## src/rtl/handshake_pkg.sv

```systemverilog
// Shared types and defaults for the handshake transmitter and its entry FIFO.
package handshake_pkg;

    localparam int WIDTH_DEF     = 5;
    localparam int DEPTH_DEF     = 2;
    localparam int CNT_W_DEF     = 8;
    localparam int STALL_MAX_DEF = 16;

    typedef struct packed {
        logic                 out_bit;
        logic [WIDTH_DEF-1:0] data;
    } hs_entry_t;

    // Results are computed once at enqueue so the downstream outputs come only from storage.
    function automatic hs_entry_t make_entry(input logic [WIDTH_DEF-1:0] a,
                                             input logic [WIDTH_DEF-1:0] b);
        hs_entry_t e;
        e.out_bit = (|a) & (&b);
        e.data    = a ^ b;
        return e;
    endfunction

endpackage

```

## src/rtl/handshake_fifo.sv

```systemverilog
// DEPTH-entry register FIFO; the head entry is read straight from storage.
module handshake_fifo
    import handshake_pkg::*;
#(
    parameter int  DEPTH   = DEPTH_DEF,
    parameter type entry_t = hs_entry_t
) (
    input  logic                       clk,
    input  logic                       rst_n,
    input  logic                       i_push,
    input  logic                       i_pop,
    input  entry_t                     i_din,
    output entry_t                     o_head,
    output logic                       o_full,
    output logic                       o_empty,
    output logic [$clog2(DEPTH):0]     o_occ
);

    localparam int AW = $clog2(DEPTH);

    entry_t          r_mem [DEPTH];
    logic [AW-1:0]   r_wptr;
    logic [AW-1:0]   r_rptr;
    logic [AW:0]     r_occ;
    logic            w_push;
    logic            w_pop;

    assign o_full  = (r_occ == (AW+1)'(DEPTH));
    assign o_empty = (r_occ == (AW+1)'(0));
    assign o_occ   = r_occ;
    assign o_head  = r_mem[r_rptr];
    assign w_push  = i_push & ~o_full;
    assign w_pop   = i_pop & ~o_empty;

    // Entry storage; pointers wrap naturally because DEPTH is a power of two.
    always_ff @(posedge clk or negedge rst_n) begin
        if (!rst_n) begin
            for (int i = 0; i < DEPTH; i++) begin
                r_mem[i] <= '0;
            end
        end else if (w_push) begin
            r_mem[r_wptr] <= i_din;
        end
    end

    // Read/write pointers and occupancy counter.
    always_ff @(posedge clk or negedge rst_n) begin
        if (!rst_n) begin
            r_wptr <= '0;
            r_rptr <= '0;
            r_occ  <= '0;
        end else begin
            if (w_push) begin
                r_wptr <= r_wptr + AW'(1);
            end
            if (w_pop) begin
                r_rptr <= r_rptr + AW'(1);
            end
            case ({w_push, w_pop})
                2'b10:   r_occ <= r_occ + (AW+1)'(1);
                2'b01:   r_occ <= r_occ - (AW+1)'(1);
                default: r_occ <= r_occ;
            endcase
        end
    end

endmodule

```

## src/rtl/handshake_tx_unq1.sv

```systemverilog
// Driving end of the single-lane handshake interface: buffers operand results and
// presents them under the ready/valid stability rule, with transfer and stall debug state.
module handshake_tx_unq1
    import handshake_pkg::*;
#(
    parameter int WIDTH     = WIDTH_DEF,
    parameter int DEPTH     = DEPTH_DEF,
    parameter int CNT_W     = CNT_W_DEF,
    parameter int STALL_MAX = STALL_MAX_DEF
) (
    input  logic             CLK,
    input  logic             ASYNCRESETN,
    input  logic             in_valid,
    output logic             in_ready,
    input  logic [WIDTH-1:0] in1,
    input  logic [WIDTH-1:0] in2,
    output logic             handshake_valid,
    input  logic             handshake_ready,
    output logic             out,
    output logic [WIDTH-1:0] data_out,
    output logic [CNT_W-1:0] xfer_count,
    output logic             stall_err
);

    hs_entry_t             w_entry;
    hs_entry_t             w_head;
    logic                  w_full;
    logic                  w_empty;
    logic [$clog2(DEPTH):0] w_occ;
    logic                  w_push;
    logic                  w_pop;
    logic                  w_stall;
    logic                  r_run;
    logic [CNT_W-1:0]      r_xfer;
    logic [CNT_W-1:0]      r_stall_cnt;
    logic                  r_stall_err;

    assign w_entry         = make_entry(in1, in2);
    assign in_ready        = r_run & ~w_full;
    assign handshake_valid = (w_occ != '0);
    assign w_push          = in_valid & in_ready;
    assign w_pop           = handshake_valid & handshake_ready;
    assign w_stall         = handshake_valid & ~handshake_ready;
    assign xfer_count      = r_xfer;
    assign stall_err       = r_stall_err;

    handshake_fifo #(
        .DEPTH   (DEPTH),
        .entry_t (hs_entry_t)
    ) u_fifo (
        .clk     (CLK),
        .rst_n   (ASYNCRESETN),
        .i_push  (w_push),
        .i_pop   (w_pop),
        .i_din   (w_entry),
        .o_head  (w_head),
        .o_full  (w_full),
        .o_empty (w_empty),
        .o_occ   (w_occ)
    );

    // Head entry is forced to zero when nothing is queued.
    always_comb begin
        out      = 1'b0;
        data_out = '0;
        if (!w_empty) begin
            out      = w_head.out_bit;
            data_out = w_head.data;
        end else begin
            out      = 1'b0;
            data_out = '0;
        end
    end

    // in_ready stays low until the first edge after reset release.
    always_ff @(posedge CLK or negedge ASYNCRESETN) begin
        if (!ASYNCRESETN) begin
            r_run <= 1'b0;
        end else begin
            r_run <= 1'b1;
        end
    end

    // Transfer counter, stall counter (saturating) and sticky stall flag.
    always_ff @(posedge CLK or negedge ASYNCRESETN) begin
        if (!ASYNCRESETN) begin
            r_xfer      <= '0;
            r_stall_cnt <= '0;
            r_stall_err <= 1'b0;
        end else begin
            if (w_pop) begin
                r_xfer <= r_xfer + CNT_W'(1);
            end
            if (w_pop || w_empty) begin
                r_stall_cnt <= '0;
            end else if (w_stall && (r_stall_cnt != CNT_W'(STALL_MAX))) begin
                r_stall_cnt <= r_stall_cnt + CNT_W'(1);
                if (r_stall_cnt == CNT_W'(STALL_MAX - 1)) begin
                    r_stall_err <= 1'b1;
                end
            end
        end
    end

endmodule

```

## config.mk

```make
export PLATFORM = sky130hd
export DESIGN_NAME = handshake_tx_unq1
export DESIGN_NICKNAME = d
export VERILOG_FILES = /design/src/rtl/handshake_pkg.sv /design/src/rtl/handshake_fifo.sv /design/src/rtl/handshake_tx_unq1.sv
export SDC_FILE = /design/constraint.sdc
export NUM_CORES = 1
export LEC_CHECK = 0
export ABC_AREA = 1
export BUFFER_PORTS_ARGS = -buffer_cell sky130_fd_sc_hd__buf_2
export CORE_MARGIN = 2
export CORE_UTILIZATION = 55
export CTS_CLUSTER_SIZE = 12
export DETAILED_ROUTE_END_ITERATION = 16
export GPL_TIMING_DRIVEN = 1
export PLACE_DENSITY = 0.86
export SLEW_MARGIN = 10
export SYNTH_ARGS = -nofsm -noshare
export SYNTH_HDL_FRONTEND = slang
export SYNTH_SLANG_ARGS = --single-unit
export TNS_END_PERCENT = 10
```

## constraint.sdc

```tcl
create_clock -name CLK -period 1.85 [get_ports CLK]
set_clock_uncertainty 0.05 [all_clocks]
set_input_delay 0.185 -clock CLK [delete_from_list [all_inputs] [get_ports CLK]]
set_output_delay 0.185 -clock CLK [all_outputs]
set_load 0.1 [all_outputs]
```

==> impl_metrics.tcl <==
set metrics [dict create \
    synth_top_family_by_area "simple AND/OR/NAND/NOR gates" \
    die-height_um 60.8 \
    track_usage_pct 22.8 \
    core_mm2 0.00305 \
    synth_ff_type "dfrtp_1" \
    cp_slowest_cell "dfrtp_1" \
    fin_tns_setup_ps 0 \
    fmax_mhz 560 \
    layout.cells.most_common "nand2_1" \
    gp_congestion 0.829 \
    synthArstFlopShare_pct 100 \
    slew_headroom_pct 51.4 \
    drc 0 \
    synth_area_mm2 0.00177 \
    outcome "complete, no violations" \
    fp.dieArea_mm2 0.00369 \
    arrival_ps 1550 \
    yosys.area_share.simple_pct 29.4 \
    startpoint_type "flop" \
    io_buffers 30 \
    fin_crit_sh_pct 96.4 \
    worstPathCellList "buf_4 -> o21ai_0 -> a21oi_4 -> buf_12" \
    syn_inst 211 \
    grt_max_degree 35 \
    root_buffer "clkbuf_4" \
    regArea_um2 852 \
    cts.path.max_buffers 2 \
    critPathMaxFanout 8 \
    fin_crit_ps 1780 \
    cts_buffers 5 \
    grt_overflow 0 \
    fin_cells 296 \
    setup_viol 0 \
    path_class "reg -> out" \
    synthesis.nets 229 \
    antenna_found_initial 0 \
    drt_wl_total_mm 3.37 \
    grt_pass1_wl_mm 6.11 \
    ys_ff_latch 34 \
    placed_cells 286 \
    cts_sinks 34 \
    mostFrequentLayoutCells "nand2_1, dfrtp_1, buf_2" \
    h-tree-depth 2 \
    drt-initial-drc-count 100 \
    slew_violations 0 \
    dieWidth_um 60.8 \
    io_pins 31 \
    wl_per_cell_um 11.4 \
    dp_hpwl_mm 2.49 \
    start_util_pct 58.0 \
    synth_cell_type_count 24 \
    synth_edf_count 0 \
    vias 1481 \
    cts_tree "built" \
    rsz0062_at_grt "true" \
    synth_fa_ha_area_share_pct 2.82 \
    fillers 231 \
    detail-route-antenna-nets 0 \
    hold_class "in -> reg" \
    worst_pin_slew_ps 729 \
    yosysWarnings 0 \
    area_delta_synth_final_pct 25.8 \
    fin_nets 269 \
    final_core_util_pct 73.0 \
    n_antenna_cell 0 \
    muxShareOfSynthArea_pct 0 \
    drtPass1Iterations 4 \
    hold_violations 0 \
    cp.required_ps 1620 \
    routed_via_density 5.00 \
    synth_compound_area_share_pct 8.69 \
    grt_pass1_vias 1456 \
    fp-row-count 20 \
    synth_xor_area_share_pct 5.93 \
    multi_input_area_um2 902 \
    synth_seq_area_share_pct 48.0 \
    layout-drive-gt1-share_pct 24.6 \
    maxCapViolCount 0 \
    avgSynthCellArea_um2 8.40 \
    cp-end-kind "output pin" \
    clk_pin_slew_ps 100 \
    insertion_delay_ps 340 \
    max_stage_delay_ps 450 \
]
## cells in the mapped netlist, types with 2 or more instances
| cell type | number | share of area, % |
|---|---|---|
| a21oi_1 | 11 | 3.1 |
| xnor2_1 | 4 | 2.0 |
| nand2_2 | 2 | 0.71 |
| nor2_1 | 19 | 4.0 |
| o21ai_1 | 9 | 2.5 |
| inv_2 | 3 | 0.64 |
| dfrtp_1 | 34 | 48 |
| ha_1 | 4 | 2.8 |
| nand2_1 | 60 | 13 |
| nor2_4 | 2 | 1.3 |
| nor3_1 | 4 | 1.1 |
| nor2_8 | 3 | 3.4 |
| nand3_1 | 14 | 4.0 |
| o21ai_0 | 7 | 2.0 |
| xor2_1 | 8 | 4.0 |
| inv_1 | 19 | 4.0 |
## logic make-up after synthesis
kind of cell | Yosys count
AND/OR/NAND/NOR | 108
flip-flops | 34
AO/OA/AOI/OAI | 29
buffers and inverters | 23
XOR/XNOR | 12
adder cells (fa/ha/maj) | 4
other | 1
## routing by layer
metal,wire length [um],GRT usage (%)
met1,1500,27.0
met2,1650,37.5
met3,183,8.10
met4,40,10.2
met5,0,0
## worst max-delay path: cells and delay by family (launching register included)
kind / cells / cell delay [ps]
compound gates: 2 / 360
buf+inv: 2 / 380
flops: 1 / 450
## registers in the layout, indices dropped and copies added (netlist names)
signal and flops:
u_fifo.o_occ 2, u_fifo.r_rptr 1, xfer_count 8, u_fifo.r_wptr 1, r_stall_cnt 8, u_fifo.r_mem 12, r_run 1, stall_err 1
## per-stage QoR
stage                     setup slack (ps)  hold WS [ps]  instance area [um^2]
after floorplan                       -192          -161                  1840
after global routing                 -11.7           108                  2230
after CTS                             22.6          84.1                  2230
after detailed placement               176           245                  2150
after global placement                 242           238                  2150
final                                 65.8           102                  2230
## path summary, 6_finish.rpt
check	startpoint	endpoint	slack, ps	depth (start not counted)
setup / recovery	u_fifo.r_rptr	data_out[1]	70	4
hold / removal	in2[0]	u_fifo.r_mem[0]	100	4
setup reg to reg	u_fifo.o_occ[1]	u_fifo.o_occ[1]	150	7
hold reg to reg	stall_err	stall_err	420	1
max in group asynchronous	ASYNCRESETN	u_fifo.o_occ[1]	840	2
min in group asynchronous	ASYNCRESETN	u_fifo.r_mem[3]	400	2
## repair_timing
action | CTS | global route
hold buffers | 1 | 0
pin swaps | 1 | 0
endpoints found under the hold margin | 34 | 0
setup buffers | 1 | 0
resized for setup | 0 | 1
endpoints found under the setup margin | 6 | 6
## area by class of cell
class | count | area share, %
well taps | 44 | 2.47
clock buffers | 7 | 2.47
multi-input cells | 154 | 40.5
flip-flops and latches | 34 | 38.2
clock inverters | 1 | 0.225
repair buffers | 34 | 12.2
inverters | 22 | 3.87
Power is left out: the tool's default activity adds up to more than one toggle a clock period on the data nets, which glitch-free logic cannot reach.
